**config.mk**
```make
export PLATFORM = sky130hd
export DESIGN_NAME = tick_scheduler
export DESIGN_NICKNAME = d
export VERILOG_FILES = /design/src/rtl/tick_scheduler.sv
export SDC_FILE = /design/constraint.sdc
export NUM_CORES = 1
export LEC_CHECK = 0
export CAP_MARGIN = 0
export CORE_ASPECT_RATIO = 1.4
export CORE_MARGIN = 5
export CORE_UTILIZATION = 35
export CTS_BUF_LIST = sky130_fd_sc_hd__clkbuf_4 sky130_fd_sc_hd__clkbuf_8
export DETAILED_ROUTE_END_ITERATION = 7
export PLACE_DENSITY = 0.63
export SLEW_MARGIN = 20
export SYNTH_ARGS = -nofsm -noshare
export SYNTH_HDL_FRONTEND = slang
export SYNTH_SLANG_ARGS = --single-unit
```
**constraint.sdc**
```tcl
create_clock -name CLK_IN -period 6.56 [get_ports CLK_IN]
set_clock_uncertainty 0.15 [all_clocks]
set_input_delay 0.656 -clock CLK_IN [delete_from_list [all_inputs] [get_ports CLK_IN]]
set_output_delay 0.656 -clock CLK_IN [all_outputs]
set_load 0.01 [all_outputs]
```
**src/rtl/tick_scheduler.sv**
```systemverilog
// rtl/tick_scheduler.sv - multi-channel pulse scheduler driven by a shared base tick
module tick_scheduler #(
  parameter int NUM_CH   = 4,
  parameter int PERIOD_W = 8,
  localparam int CH_W    = (NUM_CH > 1) ? $clog2(NUM_CH) : 1
) (
  input  logic                CLK_IN,
  input  logic                RST_IN,
  input  logic                TICK_IN,
  input  logic                CFG_WE,
  input  logic [CH_W-1:0]     CFG_CH,
  input  logic [PERIOD_W-1:0] CFG_PERIOD,
  input  logic                CFG_ONESHOT,
  input  logic [NUM_CH-1:0]   START,
  input  logic [NUM_CH-1:0]   STOP,
  output logic [NUM_CH-1:0]   PULSE_OUT,
  output logic [NUM_CH-1:0]   ACTIVE,
  output logic [NUM_CH-1:0]   DONE
);

  typedef enum logic {
    S_IDLE = 1'b0,
    S_RUN  = 1'b1
  } ch_state_t;

  // Programmed configuration (takes effect at next start or periodic reload)
  logic [PERIOD_W-1:0] period_q [NUM_CH];
  logic [NUM_CH-1:0]   oneshot_q;

  // Per-channel running state
  ch_state_t           state_q   [NUM_CH];
  ch_state_t           state_d   [NUM_CH];
  logic [PERIOD_W-1:0] cnt_q     [NUM_CH];
  logic [PERIOD_W-1:0] cnt_d     [NUM_CH];
  logic [PERIOD_W-1:0] act_per_q [NUM_CH];
  logic [PERIOD_W-1:0] act_per_d [NUM_CH];
  logic [NUM_CH-1:0]   act_os_q;
  logic [NUM_CH-1:0]   act_os_d;
  logic [NUM_CH-1:0]   pulse_d;
  logic [NUM_CH-1:0]   done_d;

  // Write decode and write-through view used by a start in the same cycle
  logic [NUM_CH-1:0]   cfg_hit;
  logic [PERIOD_W-1:0] eff_per [NUM_CH];
  logic [NUM_CH-1:0]   eff_os;

  // Decode the config write; an out-of-range channel matches nothing
  always_comb begin
    cfg_hit = '0;
    eff_os  = '0;
    for (int i = 0; i < NUM_CH; i++) begin
      eff_per[i] = period_q[i];
      cfg_hit[i] = CFG_WE && (CFG_CH == CH_W'(i));
      if (cfg_hit[i]) begin
        eff_per[i] = CFG_PERIOD;
        eff_os[i]  = CFG_ONESHOT;
      end else begin
        eff_os[i]  = oneshot_q[i];
      end
    end
  end

  // Configuration registers
  always_ff @(posedge CLK_IN) begin
    if (RST_IN) begin
      for (int i = 0; i < NUM_CH; i++) begin
        period_q[i] <= '0;
      end
      oneshot_q <= '0;
    end else begin
      for (int i = 0; i < NUM_CH; i++) begin
        if (cfg_hit[i]) begin
          period_q[i]  <= CFG_PERIOD;
          oneshot_q[i] <= CFG_ONESHOT;
        end
      end
    end
  end

  // Channel next-state: STOP beats START beats TICK; a tick in a start cycle is not counted
  always_comb begin
    act_os_d = act_os_q;
    pulse_d  = '0;
    done_d   = '0;
    for (int i = 0; i < NUM_CH; i++) begin
      state_d[i]   = state_q[i];
      cnt_d[i]     = cnt_q[i];
      act_per_d[i] = act_per_q[i];
      case (state_q[i])
        S_IDLE: begin
          if (START[i] && !STOP[i] && (eff_per[i] != '0)) begin
            state_d[i]   = S_RUN;
            cnt_d[i]     = '0;
            act_per_d[i] = eff_per[i];
            act_os_d[i]  = eff_os[i];
          end
        end
        S_RUN: begin
          if (STOP[i]) begin
            state_d[i] = S_IDLE;
            cnt_d[i]   = '0;
          end else if (START[i] && (eff_per[i] != '0)) begin
            cnt_d[i]     = '0;
            act_per_d[i] = eff_per[i];
            act_os_d[i]  = eff_os[i];
          end else if (TICK_IN) begin
            if (cnt_q[i] == (act_per_q[i] - PERIOD_W'(1))) begin
              pulse_d[i] = 1'b1;
              cnt_d[i]   = '0;
              if (act_os_q[i]) begin
                state_d[i] = S_IDLE;
                done_d[i]  = 1'b1;
              end else if (period_q[i] == '0) begin
                // Reprogrammed to 0 while running: finish this interval, then stop quietly
                state_d[i] = S_IDLE;
              end else begin
                act_per_d[i] = period_q[i];
                act_os_d[i]  = oneshot_q[i];
              end
            end else begin
              cnt_d[i] = cnt_q[i] + PERIOD_W'(1);
            end
          end
        end
        default: begin
          state_d[i] = S_IDLE;
          cnt_d[i]   = '0;
        end
      endcase
    end
  end

  // Channel state and registered outputs
  always_ff @(posedge CLK_IN) begin
    if (RST_IN) begin
      for (int i = 0; i < NUM_CH; i++) begin
        state_q[i]   <= S_IDLE;
        cnt_q[i]     <= '0;
        act_per_q[i] <= '0;
      end
      act_os_q  <= '0;
      PULSE_OUT <= '0;
      ACTIVE    <= '0;
      DONE      <= '0;
    end else begin
      for (int i = 0; i < NUM_CH; i++) begin
        state_q[i]   <= state_d[i];
        cnt_q[i]     <= cnt_d[i];
        act_per_q[i] <= act_per_d[i];
        ACTIVE[i]    <= (state_d[i] == S_RUN);
      end
      act_os_q  <= act_os_d;
      PULSE_OUT <= pulse_d;
      DONE      <= done_d;
    end
  end

endmodule

```
# After elaboration in Yosys (flattened, before gate mapping)
# Memories as Yosys holds them, arrays and structs flattened.
# Cells that the tools add are included.
[word_totals] n_memories=4 register_bits=20 output_inout_bits=12 mem_bits_rw=100 inputBits=23 word_cells=282
[memory_table] name="act_per_q" words=4 word_bits=8 rd=4 rd_clocked_by_memory_dff=0 wr=4 line="35" rtl="logic [PERIOD_W-1:0] act_per_q [NUM_CH];"
[memory_table] name="cnt_q" words=4 word_bits=8 rd=4 rd_clocked_by_memory_dff=0 wr=4 line="33" rtl="logic [PERIOD_W-1:0] cnt_q [NUM_CH];"
[memory_table] name="period_q" words=4 word_bits=8 rd=4 rd_clocked_by_memory_dff=0 wr=4 line="27" rtl="logic [PERIOD_W-1:0] period_q [NUM_CH];"
[memory_table] name="state_q" words=4 word_bits=1 rd=4 rd_clocked_by_memory_dff=0 wr=4 line="31" rtl="ch_state_t state_q [NUM_CH];"
[op_classes] bitwise_logic=25 add_sub_neg=8 n_reduce_logical=41 n_eq_ne=23 mux=167
[op_table] operator="8-bit two-way mux" count=64
[op_table] operator="8-bit case mux with 2 select lines" count=8
[op_table] operator="1-bit two-way mux" count=87
[op_table] operator="8-bit by 1-bit adder with 8-bit output, second input constant" count=4
[op_table] operator="8-bit == test" count=4
[op_table] operator="8-bit logical NOT" count=4
[op_table] operator="8-bit nonzero test" count=4
[op_table] operator="8-bit by 1-bit subtractor with 8-bit output, second input constant" count=4
[op_table] operator="6-bit OR reduction" count=4
[op_table] operator="5-bit OR reduction" count=4
[op_table] operator="1-bit logical AND" count=16
[op_table] operator="2-bit != test, second input constant" count=8
[op_table] operator="1-bit bitwise OR" count=16
[op_table] operator="1-bit case mux with 2 select lines" count=8
[op_table] operator="4-bit AND reduction" count=4
[op_table] operator="3-bit by 1-bit != test with 1-bit output, second input constant" count=4
[op_table] operator="3-bit by 2-bit != test with 1-bit output, second input constant" count=4
[op_table] operator="1-bit inverter" count=9
[op_table] operator="2-bit == test, second input constant" count=2
[op_table] operator="1-bit logical NOT" count=4
[op_table] operator="2-bit by 1-bit == test with 1-bit output, second input constant" count=1
[op_table] operator="2-bit logical NOT" count=1

# Depth between registers and ports, before layout
# Gate-level depths: netlist (run 1).
[logic_depth] word_depth=9 mapped_depth=11 depth_no_buf=9

# Worst setup path after synthesis (run 1)
# OpenSTA, ideal clock, no wires.
[synth_timing] path_kind="input to register" from="input CFG_PERIOD[1]" to="register act_os_q[3]" path_buffers=2 stages=9 setup_time_ps=70 required_time_ps=6340 path_slack_ps=3740 t_arrival_ps=2600 cell_sequence="clkbuf_1 > nor4_1 > nand2_1 > nand2_1 > a21oi_1 > buf_1 > nand3b_1 > a221o_1 > a21oi_1"
[synth_between] elab_chain_len=6 word_cells_on_any_way=11 cone_classes="eq/ne (3); mux (4); reduce/logical (4)"
[synth_lines] item="start, declared" line="12" rtl="input logic [PERIOD_W-1:0] CFG_PERIOD,"
[synth_lines] item="8-bit two-way mux *" line="54" rtl="if (cfg_hit[i]) begin"
[synth_lines] item="8-bit nonzero test *" line="91, 102"
[synth_lines] item="1-bit logical AND" line="102" rtl="end else if (START[i] && (eff_per[i] != '0)) begin"
[synth_lines] item="1-bit two-way mux" line="102"
[synth_lines] item="1-bit two-way mux" line="99" rtl="if (STOP[i]) begin"
[synth_lines] item="1-bit case mux with 2 select lines" line="89" rtl="case (state_q[i])"
[synth_lines] item="end signal, assigned" line="152" rtl="act_os_q <= act_os_d;"
[synth_lines] item="end, declared" line="37" rtl="logic [NUM_CH-1:0] act_os_q;"
# Every way passes the cells marked *; elsewhere a longest branch is shown, timed or not. The select of a mux whose other input is x is not followed.
# A chain may end at the register's enable or synchronous reset.

==> flow_summary.json, run 1 <==
{
  "synth_cell_types": 68,
  "critPathLaunchType": "input pin",
  "ctsResizeCount": 0,
  "rrSetupSlack_ps": 3340,
  "timing.rr.end": "act_per_q[3][1]",
  "cts.clk_slew.worst_paths_ps": 80,
  "reg2reg_depth": 8,
  "ys_seq_area_frac": 0.422,
  "post-route-period-util": 0.513,
  "path_buf_inv": 1,
  "num_antenna_cells": 0,
  "numClockSinks": 116,
  "slew_viol_final": 0,
  "chipHeight_um": 168,
  "drt_wl_total_mm": 14.7,
  "fp-row-count": 58,
  "first_pass_iters": 4,
  "critPathKind": "in -> reg",
  "ios": 35,
  "power.total_w": 0.00171,
  "fmax_ghz": 0.297,
  "htree_levels": 4,
  "finalNetCount": 724,
  "r2r_start": "act_per_q[3][0]",
  "route.detailed.drc": 0,
  "cts_setup_buffers": 0,
  "grt_pass1_wl_mm": 24.5,
  "finalSetupViolCount": 0,
  "clk_latency_ps": 440,
  "die_x_um": 123,
  "fp.coreArea_sq_um": 17800,
  "n_fill_cell": 1780,
  "run_status": "complete, no violations",
  "grt_overflow": 0,
  "numCtsBuffers": 17,
  "synth_top_cell_area_share": 0.269,
  "io_buffers": 34,
  "finalHoldWorstSlack_ps": 329,
  "drive_gt1_frac": 0.0765,
  "clock_path_buffers": 2,
  "cp_top_family": "simple AND/OR/NAND/NOR gates",
  "slew-limit-headroom": 0.363,
  "drtIter0Drc": 227,
  "slowest_delay_ps": 830,
  "cap_viol_max_count": 0,
  "cp_slowest_cell": "nor4_1",
  "start_util": 0.352,
  "hold_buffers": 0,
  "syn_avg_cell_area_sq_um": 9.38,
  "wire_per_inst_um": 15.6,
  "ir_worst_vdd_v": 0.0000913,
  "vias": 4923,
  "cp_max_fo": 9,
  "cp.required_ps": 6760,
  "synth_edf_count": 32,
  "synth_top_area_cell": "dfxtp_1",
  "die_area_sq_um": 20700,
  "synth-main-ff-cell": "dfxtp_1",
  "grt_pass1_vias": 4902,
  "yosys-top-cells-area": "dfxtp_1, edfxtp_1, mux2i_1, xnor2_1, nor2_1",
  "synth_warnings": 0,
  "routed_via_density": 5.20,
  "powerDensity_nw_per_um2": 238,
  "cts_tree": "done",
  "fin_util": 0.403,
  "min_path_type": "reg -> reg",
  "cts-root-buf": "clkbuf_8",
  "synth_area_sq_um": 6260,
  "hold_violations": 0,
  "worst_pin_slew_ps": 956,
  "leakage_nw": 2.45,
  "ys_seq_elements": 116,
  "min_period_ps": 3370,
  "post-dp-hpwl_mm": 10.8,
  "rsz0062_at_grt": "false",
  "setup_tns_ps": 0,
  "endpoint": "cnt_q[1][6]",
  "postSynthCellCount": 667,
  "syn_nets": 698,
  "crit_chain": "clkdlybuf4s50_1 -> nor4_1 -> nand3_1 -> a41oi_1 -> nand2b_1 -> nor2_1 -> xnor2_1 -> nor3_1",
  "arrival_ps": 3560,
  "areaGrowthSynthToFinish_pct": 14.5,
  "grt_usage": 0.149,
  "grt_start_max_net_pins": 50,
  "gp_congestion": 0.796,
  "antenna_found_initial": 0,
  "cp-end-kind": "flip-flop",
  "antenna_left": 0,
  "startpoint": "CFG_PERIOD[0]",
  "async_flop_share": 0,
  "cp.depth": 8
}
==> Yosys cell counts (all sizes together), types with 2 or more instances <==
cell      n
a41o      2
clkbuf   17
a211oi   20
inv      18
nor4     16
or3b      3
dfxtp    84
nor2     72
nor4b     2
and4b     2
clkinv    2
nor2b     6
xnor2    43
nand3b    5
and3     23
o22ai     3
buf      13
mux2i    42
o31ai     3
nand2    37
xor2     20
ha        8
nand2b    6
a2111oi   2
and2     23
nor3     18
nand4     8
o211ai    2
or4       5
a41oi     3
o21ai    11
a21oi    32
edfxtp   32
a311oi   17
nand4b    3
o21a      6
nand3    26
and3b     2
a31oi     4
or3       5
nor3b     7
==> worst min-delay path: stages, from the launching register on <==
cell and delay (ps):
dfxtp_1 320, nand3_1 60, o21ai_0 60
==> per-stage QoR <==
step                      instance area [sq um]  setup WS [ps]  std cells
after detailed placement                   6760           2760        914
after CTS                                  7170           3230        946
after global placement                     6760           2930        914
after floorplan                            6260           3740        667
final                                      7170           3190        946
after global routing                       7170           2940        946
==> final cells by class <==
class,count,area [sq um],area share
flip-flops and latches,116,2640,0.369
inverters,20,75.1,0.0105
repair buffers,37,358,0.0499
clock buffers,17,234,0.0327
well taps,240,300,0.0419
multi-input cells,501,3380,0.472
clock inverters,15,173,0.0241
==> cell usage in the layout, fill, tap and decap left out, types with 3 or more instances in the layout <==
cell | netlist | routed
a21oi_1 | 31 | 31
inv_6 | 0 | 5
a31oi_1 | 4 | 4
xor2_1 | 20 | 20
mux2i_1 | 42 | 42
inv_1 | 18 | 18
nor4_1 | 16 | 16
dfxtp_1 | 84 | 84
a311oi_1 | 17 | 17
clkinvlp_4 | 0 | 3
nor2b_1 | 6 | 6
nand3_1 | 26 | 26
o31ai_1 | 3 | 3
or3b_2 | 3 | 3
and3_1 | 23 | 23
a41oi_1 | 3 | 3
clkbuf_8 | 1 | 17
or4_1 | 5 | 5
nor2_1 | 72 | 72
nand2b_1 | 6 | 6
o21ai_0 | 10 | 10
o21a_1 | 6 | 6
nor3b_1 | 7 | 7
clkinv_4 | 0 | 4
nand3b_1 | 5 | 5
o22ai_1 | 3 | 3
clkdlybuf4s50_1 | 0 | 33
ha_1 | 8 | 8
edfxtp_1 | 32 | 32
or3_1 | 3 | 3
nand4_1 | 7 | 7
nor3_1 | 18 | 18
a211oi_1 | 18 | 18
xnor2_1 | 43 | 43
and2_1 | 22 | 22
nand4b_1 | 3 | 3
nand2_1 | 37 | 37
buf_4 | 5 | 3
==> cells by family (layout without fill, tap and decap cells) <==
| logic type | after synthesis | count (layout) | share of synthesized area |
|---|---|---|---|
| AOI/OAI and AO/OA | 116 | 116 | 0.137 |
| xor gates and xnor gates | 63 | 63 | 0.0881 |
| adders and majority gates | 8 | 8 | 0.0160 |
| buffers and inverters | 50 | 89 | 0.0374 |
| DFF | 116 | 116 | 0.422 |
| muxes | 43 | 43 | 0.0690 |
| and+or+nand+nor | 271 | 271 | 0.231 |
==> per-layer routing <==
layer / track usage / vias up / part of all wire
met5: 0 / - / 0
met4: 0.0554 / 0 / 0.021
met3: 0.0302 / 21 / 0.033
met2: 0.268 / 94 / 0.53
met1: 0.171 / 2315 / 0.42
li1: - / 2493 / -
==> worst min path at each step <==
| stage | start | end | slack (ps) | depth (start not counted) |
|---|---|---|---|---|
| finish | oneshot_q[1] | act_os_q[1] | 330 | 2 |
| global route | oneshot_q[1] | act_os_q[1] | 370 | 2 |
| CTS | oneshot_q[1] | act_os_q[1] | 330 | 2 |
| detailed placement | oneshot_q[1] | act_os_q[1] | 320 | 2 |
| global placement | oneshot_q[1] | act_os_q[1] | 310 | 2 |
| floorplan | oneshot_q[1] | act_os_q[1] | 300 | 2 |
==> registers in the layout, indices dropped and copies added (netlist names) <==
name	cells
ACTIVE	4
DONE	4
PULSE_OUT	4
act_os_q	4
act_per_q	32
cnt_q	32
oneshot_q	4
period_q	32
==> power by group <==
group / leakage (nW) / internal, W / switching (W)
clock network: 0.196 / 0.000348 / 0.000336
registers: 0.999 / 0.000770 / 0.0000333
logic: 1.26 / 0.0000957 / 0.000123
Power figures use the tool's default switching activity.
==> run 2: changes to the inputs <==
==> constraint.sdc (replaced) <==
create_clock -name CLK_IN -period 3.1 [get_ports CLK_IN]
set_clock_uncertainty 0.15 [all_clocks]
set_input_delay 0.31 -clock CLK_IN [delete_from_list [all_inputs] [get_ports CLK_IN]]
set_output_delay 0.31 -clock CLK_IN [all_outputs]
set_load 0.01 [all_outputs]
==> run 2 against run 1 <==
Effect of this change: global-route usage up 0.47 points; sequential share of layout area down 0.55 points; critical path depth down 1; worst hold slack worse by 180 ps; clock power up 76%; highest routed layer unchanged; count of clock-buffer cells in the layout up 7; combinational power up 120%; core utilization up 0.61 points; die area unchanged; via count up 2.6%; largest power group unchanged; setup slack worse by 3000 ps.
==> flow_summary.json, run 2 (synthesis results as in run 1) <==
{
  "cp.required_ps": 3280,
  "cts_tree": "done",
  "htree_levels": 4,
  "first_pass_iters": 4,
  "rsz0062_at_grt": "false",
  "grt_overflow": 0,
  "vias": 5051,
  "grt_pass1_vias": 4958,
  "numClockSinks": 116,
  "most-common-layout-cells": "dfxtp_1, nor2_1, xnor2_1, mux2i_1, nand2_1",
  "drt_wl_total_mm": 15.1,
  "numCtsBuffers": 17,
  "start_util": 0.352,
  "cap_viol_max_count": 0,
  "largest_registers": "act_per_q x32, cnt_q x32, period_q x32",
  "r2r_start": "act_per_q[0][3]",
  "hold_start": "RST_IN",
  "cp_max_fo": 8,
  "final_common_cell": "dfxtp_1",
  "antenna_found_initial": 0,
  "wire_per_inst_um": 15.6,
  "post-dp-hpwl_mm": 11.3,
  "cp-end-kind": "flip-flop",
  "critPathLaunchType": "flip-flop",
  "finalNetCount": 749,
  "num_antenna_cells": 0,
  "min_period_ps": 2860,
  "fin_util": 0.409,
  "hold_depth": 2,
  "hold_buffers": 0,
  "cts-root-buf": "clkbuf_8",
  "startpoint": "act_per_q[0][3]",
  "gp_congestion": 0.784,
  "fmax_ghz": 0.350,
  "slew_viol_final": 0,
  "io_buffers": 34,
  "powerDensity_nw_per_um2": 466,
  "drtIter0Drc": 287,
  "areaGrowthSynthToFinish_pct": 16.2,
  "grt_usage": 0.154,
  "setup_tns_ps": 0,
  "worst_pin_slew_ps": 927,
  "rrSetupSlack_ps": 240,
  "route.detailed.drc": 0,
  "leakage_nw": 2.56,
  "ir_worst_vdd_v": 0.000243,
  "clk_latency_ps": 440,
  "fp-row-count": 58,
  "critPathKind": "reg -> reg",
  "grt_pass1_wl_mm": 25.1,
  "cts.clk_slew.worst_paths_ps": 70,
  "die_area_sq_um": 20700,
  "ios": 35,
  "antenna_left": 0,
  "endpoint": "cnt_q[0][2]",
  "clock_path_buffers": 2,
  "fp.coreArea_sq_um": 17800,
  "finalSetupViolCount": 0,
  "arrival_ps": 3040,
  "chipHeight_um": 168,
  "run_status": "complete, no violations",
  "cts_setup_buffers": 0,
  "grt_start_max_net_pins": 29,
  "reg2reg_depth": 7,
  "slew-limit-headroom": 0.382,
  "hold_violations": 0,
  "die_x_um": 123,
  "timing.rr.end": "cnt_q[0][2]",
  "drive_gt1_frac": 0.107,
  "routed_via_density": 5.21,
  "post-route-period-util": 0.922,
  "min_path_type": "in -> reg"
}
==> run 2: changes by cell type in the layout (fill, tap and decap cells not counted) <==
cell,delta
clkbuf_4,+6
clkinv_2,+7
inv_6,-5
clkbuf_8,+1
buf_4,+25
bufinv_16,-2
clkinv_4,-4
clkinvlp_4,-3
inv_8,-1
==> run 2: how the worst min path moves through the flow <==
| stage | to | slack (ps) |
|---|---|---|
| after floorplan | ACTIVE[0] | 240 |
| after global placement | oneshot_q[3] | 330 |
| after detailed placement | act_os_q[1] | 330 |
| after CTS | oneshot_q[2] | 120 |
| after global routing | oneshot_q[2] | 150 |
| final | oneshot_q[2] | 150 |
==> run 2: metal layers <==
| metal | GRT usage | up-vias | wire (um) | share of wire |
|---|---|---|---|---|
| met5 | 0 | - | 0 | 0 |
| met4 | 0.0545 | 0 | 233 | 0.015 |
| met3 | 0.0363 | 23 | 632 | 0.042 |
| met2 | 0.265 | 96 | 7710 | 0.51 |
| met1 | 0.185 | 2378 | 6540 | 0.43 |
| li1 | - | 2554 | - | - |
==> run 2: final cells by class <==
type,count,area [sq um]
Fill cell,1768,10500
Multi-Input combinational cell,501,3380
Clock inverter,7,35.0
Sequential cell,116,2640
Timing Repair Buffer,62,546
Clock buffer,24,293
Inverter,20,75.1
Tap cell,240,300
==> run 2: metrics by stage <==
| step | hold slack (ps) | worst slack, ps | power, W | cells | area [sq um] |
|---|---|---|---|---|---|
| after floorplan | 238 | 478 | 0.00206 | 667 | 6260 |
| after global placement | 330 | 282 | 0.00222 | 939 | 6950 |
| after detailed placement | 331 | 222 | 0.00223 | 939 | 6950 |
| after CTS | 118 | 198 | 0.00343 | 970 | 7270 |
| after global routing | 145 | 2.42 | 0.00356 | 970 | 7270 |
| final | 147 | 243 | 0.00339 | 970 | 7270 |
==> run 2: worst max-delay path: stages, from the launching register on <==
cell       delay (ps)
dfxtp_1           370
or3_1             400
or4_1             490
a2111oi_2         400
nand4_2           250
o21ai_0           270
a211o_1           330
nor2_1             80
==> run 2: what timing repair did <==
action,CTS,global route
hold endpoints to repair,0,0
resized for setup,0,0
endpoints found under the setup margin,0,1
==> run 2: power by group <==
group / leakage [nW] / internal [W] / total (W) / switching [W]
registers: 0.999 / 0.00163 / 0.00170 / 0.0000723
clock network: 0.184 / 0.000610 / 0.00120 / 0.000588
logic: 1.38 / 0.000222 / 0.000488 / 0.000266
total: 2.56 / 0.00246 / 0.00339 / 0.000926
==> run 3: changes to the inputs <==
--- a/config.mk
+++ b/config.mk
@@ -8,10 +8,10 @@
 export CAP_MARGIN = 0
 export CORE_ASPECT_RATIO = 1.4
 export CORE_MARGIN = 5
-export CORE_UTILIZATION = 35
+export CORE_UTILIZATION = 60
 export CTS_BUF_LIST = sky130_fd_sc_hd__clkbuf_4 sky130_fd_sc_hd__clkbuf_8
 export DETAILED_ROUTE_END_ITERATION = 7
-export PLACE_DENSITY = 0.63
+export PLACE_DENSITY = 0.92
 export SLEW_MARGIN = 20
 export SYNTH_ARGS = -nofsm -noshare
 export SYNTH_HDL_FRONTEND = slang
==> run 3 against run 2 <==
Effect of this change: register-to-register slack got worse by 110 ps; via count rose by 9.2%; fmax fell by 3.7%; first-iteration DRC count is 49% higher; critical path type unchanged; critical endpoint is now act_per_q[3][4]; largest cell class unchanged.
==> flow_summary.json, run 3 (synthesis results as in run 1) <==
{
  "cp_top_family": "compound AO/OA/AOI/OAI gates",
  "critPathLaunchType": "flip-flop",
  "clk_latency_ps": 440,
  "cp_slowest_cell": "nor3b_1",
  "antenna_found_initial": 0,
  "drtIter0Drc": 429,
  "path_buf_inv": 2,
  "routed_via_density": 6.34,
  "grt_start_max_net_pins": 49,
  "areaGrowthSynthToFinish_pct": 15.6,
  "fin_ws_ps": 134,
  "cap_viol_max_count": 0,
  "cts_tree": "done",
  "final_common_cell": "dfxtp_1",
  "clock_path_buffers": 2,
  "leakage_nw": 2.60,
  "crit_chain": "inv_1 -> ha_1 -> nor3b_1 -> mux2i_1 -> o22ai_1 -> o21ai_0 -> o41ai_4 -> buf_4 -> a21oi_1 -> a311oi_1",
  "post-dp-hpwl_mm": 11.4,
  "run_status": "complete, no violations",
  "hold_violations": 0,
  "gp_congestion": 0.903,
  "start_util": 0.608,
  "slew-limit-headroom": 0.473,
  "dpl_worst_slack_ps": -114,
  "chipHeight_um": 131,
  "fin_util": 0.703,
  "grt_usage": 0.264,
  "cts.clk_slew.worst_paths_ps": 60,
  "ir_worst_vdd_v": 0.000325,
  "grt_pass1_vias": 5450,
  "worst_pin_slew_ps": 784,
  "critPathKind": "reg -> reg",
  "cts-root-buf": "clkbuf_8",
  "antenna_left": 0,
  "wire_per_inst_um": 18.4,
  "setup_tns_ps": 0,
  "fin_cells": 871,
  "grt_pass1_wl_mm": 25.9,
  "htree_levels": 4,
  "drive_gt1_frac": 0.113,
  "die_x_um": 96.3,
  "fmax_ghz": 0.337,
  "fp.coreArea_sq_um": 10300,
  "arrival_ps": 3150,
  "min_period_ps": 2970,
  "slowest_delay_ps": 470,
  "min_path_type": "in -> reg",
  "cp.required_ps": 3280,
  "fp-row-count": 44,
  "grt_overflow": 0,
  "numCtsBuffers": 17,
  "finalSetupViolCount": 0,
  "drt_wl_total_mm": 16.0,
  "numClockSinks": 116,
  "route.detailed.drc": 0,
  "powerDensity_nw_per_um2": 490,
  "finalNetCount": 753,
  "largest_registers": "act_per_q x32, cnt_q x32, period_q x32",
  "io_buffers": 34,
  "dp_cells": 833,
  "first_pass_iters": 5,
  "cp-end-kind": "flip-flop",
  "die_area_sq_um": 12600,
  "post-route-period-util": 0.957,
  "cp_max_fo": 9,
  "slew_viol_final": 0,
  "num_antenna_cells": 0,
  "most-common-layout-cells": "dfxtp_1, nor2_1, xnor2_1, mux2i_1, nand2_1",
  "ios": 35,
  "vias": 5518
}
run 3: changes by cell type in the layout (fill, tap and decap cells not counted), moves of 3 or more:
cell / before / now
clkinv_2: 7 / 4
clkbuf_8: 18 / 22
buf_4: 28 / 32
clkbuf_4: 6 / 3
run 3: per-layer routing:
metal,vias to the layer above,share of wire,track usage
li1,2548,-,-
met2,283,0.51,0.459
met5,-,0,0
met3,75,0.071,0.0659
met4,0,0.049,0.159
met1,2612,0.37,0.285
run 3: metrics by stage:
step	hold slack (ps)	total power (W)	area (sq um)
floorplan	238	0.00206	6260
global placement	326	0.00219	6790
detailed placement	332	0.00222	6790
CTS	126	0.00353	7190
global route	158	0.00367	7240
finish	159	0.00355	7240
run 3: worst paths after layout:
path | start | endpoint | slack, ps | cells past startpoint
worst max-delay path | act_per_q[3][0] | act_per_q[3][4] | 130 | 10
worst min-delay path | RST_IN | PULSE_OUT[2] | 160 | 4
worst max register to register | act_per_q[3][0] | act_per_q[3][4] | 130 | 10
worst min register to register | act_os_q[2] | DONE[2] | 350 | 1
run 3: where the power goes:
group / switching [W] / internal, W
logic: 0.000291 / 0.000227
clock network: 0.000572 / 0.000752
registers: 0.0000749 / 0.00163
total: 0.000938 / 0.00261
run 3: layout make-up:
| type | count | area, sq um |
|---|---|---|
| Clock buffer | 25 | 325 |
| Timing Repair Buffer | 66 | 576 |
| Sequential cell | 116 | 2640 |
| Tap cell | 138 | 173 |
| Fill cell | 739 | 3060 |
| Clock inverter | 5 | 50.0 |
| Inverter | 20 | 75.1 |
| Multi-Input combinational cell | 501 | 3400 |
run 3: worst min-delay path: cells and delay by family:
kind                   cells  cell delay, ps
buffers and inverters      2             210
and+or+nand+nor            2             170
run 3: what timing repair did:
action	4_1_cts	5_1_grt
pin swaps	1	1
setup buffers	4	4
hold buffers	0	0
setup endpoints to repair	8	8
resized for setup	0	2
